===== config.mk =====
export PLATFORM = sky130hd
export DESIGN_NAME = core_sequencer
export DESIGN_NICKNAME = d
export VERILOG_FILES = /design/src/rtl/core_sequencer_pkg.sv /design/src/rtl/seq_next_pc.sv /design/src/rtl/core_sequencer.sv
export SDC_FILE = /design/constraint.sdc
export NUM_CORES = 1
export LEC_CHECK = 0
export BUFFER_PORTS_ARGS = -buffer_cell sky130_fd_sc_hd__clkbuf_2
export CORE_UTILIZATION = 25
export CTS_BUF_LIST = sky130_fd_sc_hd__clkbuf_4 sky130_fd_sc_hd__clkbuf_8 sky130_fd_sc_hd__clkbuf_16
export CTS_CLUSTER_DIAMETER = 100
export DETAILED_ROUTE_END_ITERATION = 8
export GPL_ROUTABILITY_DRIVEN = 1
export MAX_ROUTING_LAYER = met4
export PLACE_DENSITY = 0.42
export RECOVER_POWER = 100
export SLEW_MARGIN = 20
export SYNTH_ARGS = -nofsm -noshare
export SYNTH_HDL_FRONTEND = slang
export SYNTH_SLANG_ARGS = --single-unit

===== constraint.sdc =====
create_clock -name clk -period 3.8 [get_ports clk]
set_clock_uncertainty 0.05 [all_clocks]
set_input_delay 0.76 -clock clk [delete_from_list [all_inputs] [get_ports clk]]
set_output_delay 0.76 -clock clk [all_outputs]
set_load 0.05 [all_outputs]

===== src/rtl/core_sequencer_pkg.sv =====
// core_sequencer_pkg: shared FSM state encoding, the NOP instruction word,
// the default reset PC and the access-size alignment helper used by the
// optional SEQ_MISALIGN_TRAP_EN build of core_sequencer.
package core_sequencer_pkg;

   typedef enum logic [2:0] {
      FETCH  = 3'd0,
      DECODE = 3'd1,
      EXEC   = 3'd2,
      MEM    = 3'd3,
      WB     = 3'd4,
      HALT   = 3'd5
   } seq_state_e;

   localparam logic [31:0] NOP_INSN         = 32'h0000_0013;
   localparam logic [31:0] RESET_PC_DEFAULT = 32'h0000_0000;

   // Alignment check keyed on funct3[1:0]: 00 byte, 01 half, 10/11 word.
   function automatic logic ls_misaligned(input logic [1:0] addr_lo,
                                          input logic [1:0] size);
      logic bad;
      bad = 1'b0;
      unique case (size)
         2'b00:   bad = 1'b0;
         2'b01:   bad = addr_lo[0];
         default: bad = (addr_lo != 2'b00);
      endcase
      return bad;
   endfunction

endpackage


===== src/rtl/seq_next_pc.sv =====
// seq_next_pc: combinational selector of the address of the next instruction.
// Sums wrap modulo 2^32; jalr targets have bit 0 forced to zero.
module seq_next_pc (
   input  logic [31:0] pc,
   input  logic        jal,
   input  logic        jalr,
   input  logic        branch,
   input  logic        br_taken,
   input  logic [31:0] jal_offset,
   input  logic [31:0] jalr_offset,
   input  logic [31:0] branch_offset,
   input  logic [31:0] qa,
   output logic [31:0] next_pc
);

   // Jumps take priority over branches; everything else falls through to pc+4.
   always_comb begin
      next_pc = pc + 32'd4;
      if (jal) begin
         next_pc = pc + jal_offset;
      end else if (jalr) begin
         next_pc = (qa + jalr_offset) & ~32'd1;
      end else if (branch && br_taken) begin
         next_pc = pc + branch_offset;
      end
   end

endmodule


===== src/rtl/core_sequencer.sv =====
// core_sequencer: multi-cycle FETCH/DECODE/EXEC/MEM/WB control sequencer with a
// bus-wait timeout that halts the core with a sticky err.
// Optional build macro SEQ_MISALIGN_TRAP_EN: misaligned fetches and load/store
// addresses trap to HALT with err set, before any memory request is issued.
module core_sequencer
   import core_sequencer_pkg::*;
#(
   parameter logic [31:0] RESET_PC    = RESET_PC_DEFAULT,
   parameter int          MEM_TIMEOUT = 16
) (
   input  logic        clk,
   input  logic        rst_n,
   input  logic        jal,
   input  logic        jalr,
   input  logic        branch,
   input  logic        load,
   input  logic        store,
   input  logic [31:0] jal_offset,
   input  logic [31:0] jalr_offset,
   input  logic [31:0] branch_offset,
   input  logic [31:0] qa,
   input  logic        br_taken,
   input  logic [31:0] alu_data,
   output logic        mem_req,
   output logic        mem_we,
   output logic [31:0] mem_addr,
   input  logic        mem_ready,
   input  logic [31:0] mem_rdata,
   output logic [31:0] pc,
   output logic [31:0] ir,
   output logic        rf_we,
   output logic        err
);

   localparam int WAIT_W = $clog2(MEM_TIMEOUT + 1);

   seq_state_e        state_q, state_d;
   logic [31:0]       pc_q, pc_d;
   logic [31:0]       ir_q, ir_d;
   logic              err_q, err_d;
   logic [WAIT_W-1:0] wait_q, wait_d;
   logic [31:0]       addr_q, addr_d;
   logic              taken_q, taken_d;
   logic [31:0]       next_pc;
   logic              wait_hit;
   logic              fetch_misalign;
   logic              ls_misalign;

`ifdef SEQ_MISALIGN_TRAP_EN
   assign fetch_misalign = (pc_q[1:0] != 2'b00);
   assign ls_misalign    = (load || store) && ls_misaligned(alu_data[1:0], ir_q[13:12]);
`else
   assign fetch_misalign = 1'b0;
   assign ls_misalign    = 1'b0;
`endif

   // The cycle that would be the MEM_TIMEOUT-th stalled cycle of a request.
   assign wait_hit = (wait_q == WAIT_W'(MEM_TIMEOUT - 1));

   // Branch outcome is captured in EXEC so WB does not depend on the ALU later.
   seq_next_pc u_next_pc (
      .pc            (pc_q),
      .jal           (jal),
      .jalr          (jalr),
      .branch        (branch),
      .br_taken      (taken_q),
      .jal_offset    (jal_offset),
      .jalr_offset   (jalr_offset),
      .branch_offset (branch_offset),
      .qa            (qa),
      .next_pc       (next_pc)
   );

   // Next-state and Moore outputs; reset forces the bus and write strobe low.
   always_comb begin
      state_d  = state_q;
      pc_d     = pc_q;
      ir_d     = ir_q;
      err_d    = err_q;
      wait_d   = wait_q;
      addr_d   = addr_q;
      taken_d  = taken_q;
      mem_req  = 1'b0;
      mem_we   = 1'b0;
      mem_addr = pc_q;
      rf_we    = 1'b0;
      unique case (state_q)
         FETCH: begin
            if (fetch_misalign) begin
               err_d   = 1'b1;
               state_d = HALT;
            end else begin
               mem_req = 1'b1;
               if (mem_ready) begin
                  ir_d    = mem_rdata;
                  wait_d  = '0;
                  state_d = DECODE;
               end else if (wait_hit) begin
                  err_d   = 1'b1;
                  state_d = HALT;
               end else begin
                  wait_d = wait_q + WAIT_W'(1);
               end
            end
         end
         DECODE: begin
            state_d = EXEC;
         end
         EXEC: begin
            taken_d = br_taken;
            wait_d  = '0;
            if (load || store) begin
               if (ls_misalign) begin
                  err_d   = 1'b1;
                  state_d = HALT;
               end else begin
                  addr_d  = alu_data;
                  state_d = MEM;
               end
            end else begin
               state_d = WB;
            end
         end
         MEM: begin
            mem_req  = 1'b1;
            mem_we   = store;
            mem_addr = addr_q;
            if (mem_ready) begin
               wait_d  = '0;
               state_d = WB;
            end else if (wait_hit) begin
               err_d   = 1'b1;
               state_d = HALT;
            end else begin
               wait_d = wait_q + WAIT_W'(1);
            end
         end
         WB: begin
            rf_we   = !(branch || store);
            pc_d    = next_pc;
            state_d = FETCH;
         end
         HALT: begin
            state_d = HALT;
         end
         default: begin
            state_d = HALT;
         end
      endcase
      if (!rst_n) begin
         mem_req = 1'b0;
         mem_we  = 1'b0;
         rf_we   = 1'b0;
      end
   end

   // State registers; the latched effective address is pure data and not reset.
   always_ff @(posedge clk) begin
      if (!rst_n) begin
         state_q <= FETCH;
         pc_q    <= RESET_PC;
         ir_q    <= NOP_INSN;
         err_q   <= 1'b0;
         wait_q  <= '0;
         taken_q <= 1'b0;
      end else begin
         state_q <= state_d;
         pc_q    <= pc_d;
         ir_q    <= ir_d;
         err_q   <= err_d;
         wait_q  <= wait_d;
         taken_q <= taken_d;
      end
      addr_q <= addr_d;
   end

   assign pc  = pc_q;
   assign ir  = ir_q;
   assign err = err_q;

endmodule

==> qor.txt, run 1 <==
Port Buffers: 300
gr usage total: 20.0%
Cell Rows: 73
Fin. Hold Viols: 0
r2r startpoint: pc[5]
final cell count without fillers: 2,125
Synthesis Warnings: 0
Layout area overhead: 26.3%
share of cells above drive strength 1: 21.7%
VDD IR max: 191 uV
Syn Std Cell Area: 10,100 um^2
IO Count: 301
global-route wire length before repair: 61.1 mm
Sw Share: 39.2%
Post-synth EDFFs: 32
slew margin rel.: -14.6%
Pins Over Slew Limit: 33
sequential power share: 36.4%
CTS resizes: 0
switching component of the power: 0.00137 W
RSZ-0062 raised after global routing: false
HPWL Detailed: 33.0 mm
leakage power: 5.63 nW
failing checks: max-capacitance violations, max-slew violations
Avg WL per Cell: 18.9 um
post-layout minimum cycle time: 3.53 ns
grt total ovfl: 0
Post-route DRC: 0
Num Clock Sinks: 106
#FFs+latches synth: 106
Worst-Margin Slew: 1.72 ns
classification of the worst setup path: reg -> reg
synthesized area per cell: 8.02 um^2
Nets: 1,883
pwr/cell area: 273 nW/um^2
CTS H-tree depth: 3
vias in the first global route: 10.5k
Cell Chain, Critical Path: ha_1, a21oi_1, nor3b_1, a21oi_1, a221o_1, a311oi_1, o21ai_2, a221oi_1, xnor2_1, o221ai_1, a31oi_1
CTS Root Cell: clkbuf_16
Int Pwr: 0.00212 W
status: complete, but fails checks
Die ar.: 41,300 um^2
TritonRoute pass-1 iters: 5
R2R depth: 11
Die Span X: 203 um
Primary FF master, synth: dfxtp_1
highest clock rate: 0.283 GHz
total power: 0.00348 W
commonest cells after routing, fill and taps aside: clkbuf_2, nand2_1, a21oi_1
R2R setup slack: 0.27 ns
Max-Cap Viols: 1
hold buffers post-CTS: 0
Worst Hold Class: reg -> reg
reg2reg end: pc[28]
async set-reset flop share out of synthesis: 0%
Syn Inst Count: 1,262
GP Congestion: 0.890
CP endpoint kind: register
CP most frequent cell: a21oi_1
vias per cell: 4.98
DRT antenna net count: 0
# Post-CTS Setup Buffers: 0
hold path depth: 2
CTS tree: done
initial antenna violation count: 10
Max stage delay cell, worst path: dfxtp_1
CTS buffer count: 9
Starting Density: 25.4%
Die H: 203 um
Arr. time, crit path: 3.70 ns
core box area: 39,800 um^2
DR iter-0 viols: 655
CP max stage delay: 0.58 ns
startpoint types: register
Clock Path Buffers: 2
Yosys cell types: 75
leading cell type in the layout, fill and taps excluded: clkbuf_2
Final Util: 32.1%
crit share post-route: 93.0%
fin area: 12,800 um^2
hold path start: ir[25]
Net Count, Synth: 1,561
Comb power frac: 34.1%
Placed Area: 12,600 um^2
sequential share of the synthesized area: 24.1%
DP Cell Count: 2,098
Clk pin slew, worst setup/hold paths: 0.09 ns
worst-skew pair later-pin latency: 0.38 ns
total number of vias: 10.6k
largest net degree at the start of global routing: 58
hold path endpoint: ir[25]
critical path fanouts, max: 9
WL final: 40.2 mm
Worst Path Required: 3.97 ns
final setup violating endpoints: 0
Clk pwr share: 29.4%
==> critical path, delay by kind of cell (launching register included) <==
kind                     cells  cell delay [ns]
flip-flops                   1             0.58
AO/OA/AOI/OAI                8             2.02
adder cells (fa/ha/maj)      1             0.36
XOR/XNOR                     1             0.18
AND/OR/NAND/NOR              1             0.20
==> layout make-up <==
type	count	area [um^2]
Fill cell	4444	27000
Multi-Input combinational cell	1066	7330
Sequential cell	106	2440
Timing Repair Buffer	369	1890
Tap cell	525	657
Clock buffer	9	225
Inverter	32	120
Clock inverter	7	81.3
Antenna cell	11	27.5
==> cells by family after synthesis <==
kind of cell / count (synthesis) / share of synthesized area (%)
AOI/OAI and AO/OA: 442 / 29.5
and+or+nand+nor: 383 / 17.4
DFF: 106 / 24.1
xor gates and xnor gates: 105 / 9.09
adders and majority gates: 98 / 12.3
buffers and inverters: 90 / 3.36
muxes: 38 / 4.19
==> sequential cells by signal (all words and copies together) (netlist names) <==
| name | cells |
|---|---|
| addr_q | 32 |
| err | 1 |
| ir | 32 |
| pc | 32 |
| state_q | 3 |
| taken_q | 1 |
| wait_q | 5 |
==> per-layer routing <==
metal | share of wire, % | GRT usage, % | vias up | routed length (um)
li1 | - | - | 5357 | -
met1 | 49 | 27.4 | 4899 | 19700
met2 | 43 | 29.4 | 308 | 17300
met3 | 6.9 | 4.78 | 25 | 2780
met4 | 1.2 | 4.24 | 0 | 480
met5 | 0 | - | - | 0
==> metrics by stage <==
stage | hold WS [ns] | TNS, ns | setup slack (ns)
global placement | 0.400 | -0.103 | -0.0612
detailed placement | 0.407 | -0.137 | -0.0842
floorplan | 0.416 | 0 | 0.252
CTS | 0.422 | 0 | 0.306
finish | 0.417 | 0 | 0.267
global route | 0.446 | 0 | 0.0424
==> power by group through the flow <==
stage	clock (W)	sequential (W)	combinational [W]
after floorplan	0	0.00141	0.000666
after global placement	0	0.00129	0.00120
after detailed placement	0	0.00130	0.00120
after CTS	0.00107	0.00127	0.00121
after global routing	0.00111	0.00128	0.00130
final	0.00102	0.00127	0.00119
==> how the worst max path moves through the flow <==
| stage | startpoint | to | slack [ns] | cells after the start |
|---|---|---|---|---|
| after floorplan | pc[0] | pc[30] | 0.25 | 13 |
| after global placement | branch_offset[0] | pc[30] | -0.06 | 15 |
| after detailed placement | branch_offset[0] | pc[30] | -0.08 | 15 |
| after CTS | pc[1] | pc[30] | 0.31 | 13 |
| after global routing | pc[1] | pc[15] | 0.04 | 14 |
| final | pc[5] | pc[28] | 0.27 | 11 |
==> Yosys cell counts, types with 10 or more instances <==
master	instances	area share [%]
a31oi_1	15	0.93
o21a_1	14	1.0
a21boi_0	35	2.6
a21oi_1	121	6.0
and3_1	14	0.87
nor2_1	81	3.0
o21bai_1	14	1.0
a21o_1	47	3.5
a221oi_1	12	1.0
dfxtp_1	74	15
o211ai_1	12	0.89
nand4_1	26	1.6
ha_1	95	12
o21ai_0	71	3.5
nor2b_1	10	0.62
xnor2_1	61	5.3
a211oi_1	23	1.7
inv_1	31	1.1
nor3_1	18	0.89
xor2_1	44	3.8
mux2_2	35	3.9
edfxtp_1	32	9.5
clkbuf_1	52	1.9
nand2b_1	17	1.1
nand3_1	20	0.99
nand2_1	163	6.0
Power figures use the tool's default switching activity.
==> inputs of run 2 (changes only) <==
CTS_BUF_LIST = unset   (was sky130_fd_sc_hd__clkbuf_4 sky130_fd_sc_hd__clkbuf_8 sky130_fd_sc_hd__clkbuf_16)
clock period = 3.3 ns   (was 3.8 ns; I/O delays follow)
==> run 2 against run 1 <==
Net effect: the flow finishes with violations (max-capacitance violations); combinational power increased by 24%; design area increased by 6.7%; non-clock buffer count increased by 88; clock power increased by 18%; first-iteration DRC count decreased by 6.3%; critical path type unchanged; largest cell class unchanged; highest routed layer unchanged.
==> qor.txt, run 2 (synthesized netlist as in run 1, its figures left out) <==
Worst Path Required: 3.58 ns (was 3.97 ns)
register area: 2450 um^2 (was 2440 um^2)
total number of vias: 11.0k (was 10.6k)
worst slack, placed: -0.504 ns (was -0.0842 ns)
Worst Hold Class: in -> reg (was reg -> reg)
Post-route DRC: 0 (unchanged)
startpoint types: register (unchanged)
Crit path max-delay family: compound AO/OA/AOI/OAI gates (unchanged)
largest net degree at the start of global routing: 40 (was 58)
CTS buffer count: 9 (unchanged)
Die H: 203 um (unchanged)
WL final: 41.3 mm (was 40.2 mm)
Max-Cap Viols: 1 (unchanged)
area of the multi-input gates: 7480 um^2 (was 7330 um^2)
Starting Density: 25.4% (unchanged)
leading cell type in the layout, fill and taps excluded: clkbuf_2 (unchanged)
grt total ovfl: 0 (unchanged)
worst setup margin: 0.0500 ns (was 0.267 ns)
crit share post-route: 98.5% (was 93.0%)
Die Span X: 203 um (unchanged)
Nets: 1,971 (was 1,883)
pwr/cell area: 304 nW/um^2 (was 273 nW/um^2)
CP endpoint kind: register (unchanged)
Die ar.: 41,300 um^2 (unchanged)
hold buffers post-CTS: 0 (unchanged)
commonest cells after routing, fill and taps aside: clkbuf_2, nand2_1, buf_4 (was clkbuf_2, nand2_1, a21oi_1)
CTS Root Cell: clkbuf_16 (unchanged)
Avg WL per Cell: 18.7 um (was 18.9 um)
CP most frequent cell: nor3_1 (was a21oi_1)
CTS H-tree depth: 3 (unchanged)
Clock Path Buffers: 2 (unchanged)
classification of the worst setup path: reg -> reg (unchanged)
post-layout minimum cycle time: 3.25 ns (was 3.53 ns)
Final Util: 34.2% (was 32.1%)
final setup violating endpoints: 0 (unchanged)
R2R depth: 11 (unchanged)
number of cells on the critical path: 11 (unchanged)
critical path fanouts, max: 3 (was 9)
global-route wire length before repair: 61.9 mm (was 61.1 mm)
Arr. time, crit path: 3.53 ns (was 3.70 ns)
vias per cell: 4.96 (was 4.98)
RSZ-0062 raised after global routing: true (was false)
failing checks: max-capacitance violations (was max-capacitance violations, max-slew violations)
status: complete, but fails checks (unchanged)
Max stage delay cell, worst path: a311oi_1 (was dfxtp_1)
DR iter-0 viols: 614 (was 655)
Setup TNS Final: 0 ns (unchanged)
worst-skew pair later-pin latency: 0.38 ns (about the same)
VDD IR max: 218 uV (was 191 uV)
DP Cell Count: 2,185 (was 2,098)
Fin. Hold Viols: 0 (unchanged)
# fillers: 4,396 (was 4,444)
slew margin rel.: 0.116% (was -14.6%)
Port Buffers: 300 (unchanged)
Layout area overhead: 34.7% (was 26.3%)
initial antenna violation count: 6 (was 10)
Pins Over Slew Limit: 0 (was 33)
leakage power: 6.19 nW (was 5.63 nW)
IO Count: 301 (unchanged)
Cell Rows: 73 (unchanged)
highest clock rate: 0.308 GHz (was 0.283 GHz)
vias in the first global route: 10.8k (was 10.5k)
Clk pin slew, worst setup/hold paths: 0.10 ns (was 0.09 ns)
core box area: 39,800 um^2 (unchanged)
hold path depth: 1 (was 2)
GP Congestion: 0.895 (was 0.890)
CP max stage delay: 0.41 ns (was 0.58 ns)
Buf/Inv on CP: 1 (was 0)
HPWL Detailed: 34.1 mm (was 33.0 mm)
Worst-Margin Slew: 1.50 ns (was 1.72 ns)
DRT antenna net count: 0 (unchanged)
CTS tree: done (unchanged)
final cell count without fillers: 2,208 (was 2,125)
Cell Chain, Critical Path: buf_4, ha_1, a211oi_1, o21a_1, o32a_1, o31a_1, o31a_4, nor3_1, nor3_1, a311oi_1, o221a_2 (was ha_1, a21oi_1, nor3b_1, a21oi_1, a221o_1, a311oi_1, o21ai_2, a221oi_1, xnor2_1, o221ai_1, a31oi_1)
gr usage total: 20.1% (was 20.0%)
share of cells above drive strength 1: 28.4% (was 21.7%)
Num Clock Sinks: 106 (unchanged)
TritonRoute pass-1 iters: 5 (unchanged)
## run 2: repair_timing
item | in CTS | in global routing
hold endpoints to repair | 0 | 0
buffers inserted | 0 | 1
endpoints found under the setup margin | 3 | 13
pin swaps | 0 | 13
gates resized for setup | 4 | 24
## run 2: area by class of cell
| class | instances | area share [%] |
|---|---|---|
| diodes | 6 | 0.110 |
| clock inverters | 7 | 0.689 |
| flip-flops and latches | 106 | 18.0 |
| well taps | 525 | 4.82 |
| multi-input cells | 1066 | 54.9 |
| inverters | 32 | 0.881 |
| repair buffers | 457 | 19.0 |
| clock buffers | 9 | 1.65 |
## run 2: path summary, 6_finish.rpt
path	slack (ns)	from	to
min	0.40	alu_data[28]	addr_q[28]
max	0.05	pc[1]	pc[31]
max reg2reg	0.05	pc[1]	pc[31]
min reg2reg	0.42	ir[31]	ir[31]
## run 2: through the flow
stage / power [W] / hold WS, ns / instance area, um^2
floorplan: 0.00239 / 0.416 / 10100
global placement: 0.00297 / 0.400 / 13300
detailed placement: 0.00297 / 0.408 / 13300
CTS: 0.00418 / 0.389 / 13600
global route: 0.00437 / 0.388 / 13600
finish: 0.00414 / 0.402 / 13600
## run 2: power breakdown
part           switching, W  internal, W  total (W)
Clock              0.000646     0.000552    0.00120
Combinational      0.000915     0.000564    0.00148
Sequential        0.0000500      0.00141    0.00146
## run 2: metal layers
metal / wire (um) / GRT usage, % / share of wire (%)
met1: 20600 / 27.8 / 50
met2: 17900 / 30.8 / 43
met3: 2250 / 2.99 / 5.5
met4: 562 / 4.40 / 1.4
met5: 0 / - / 0
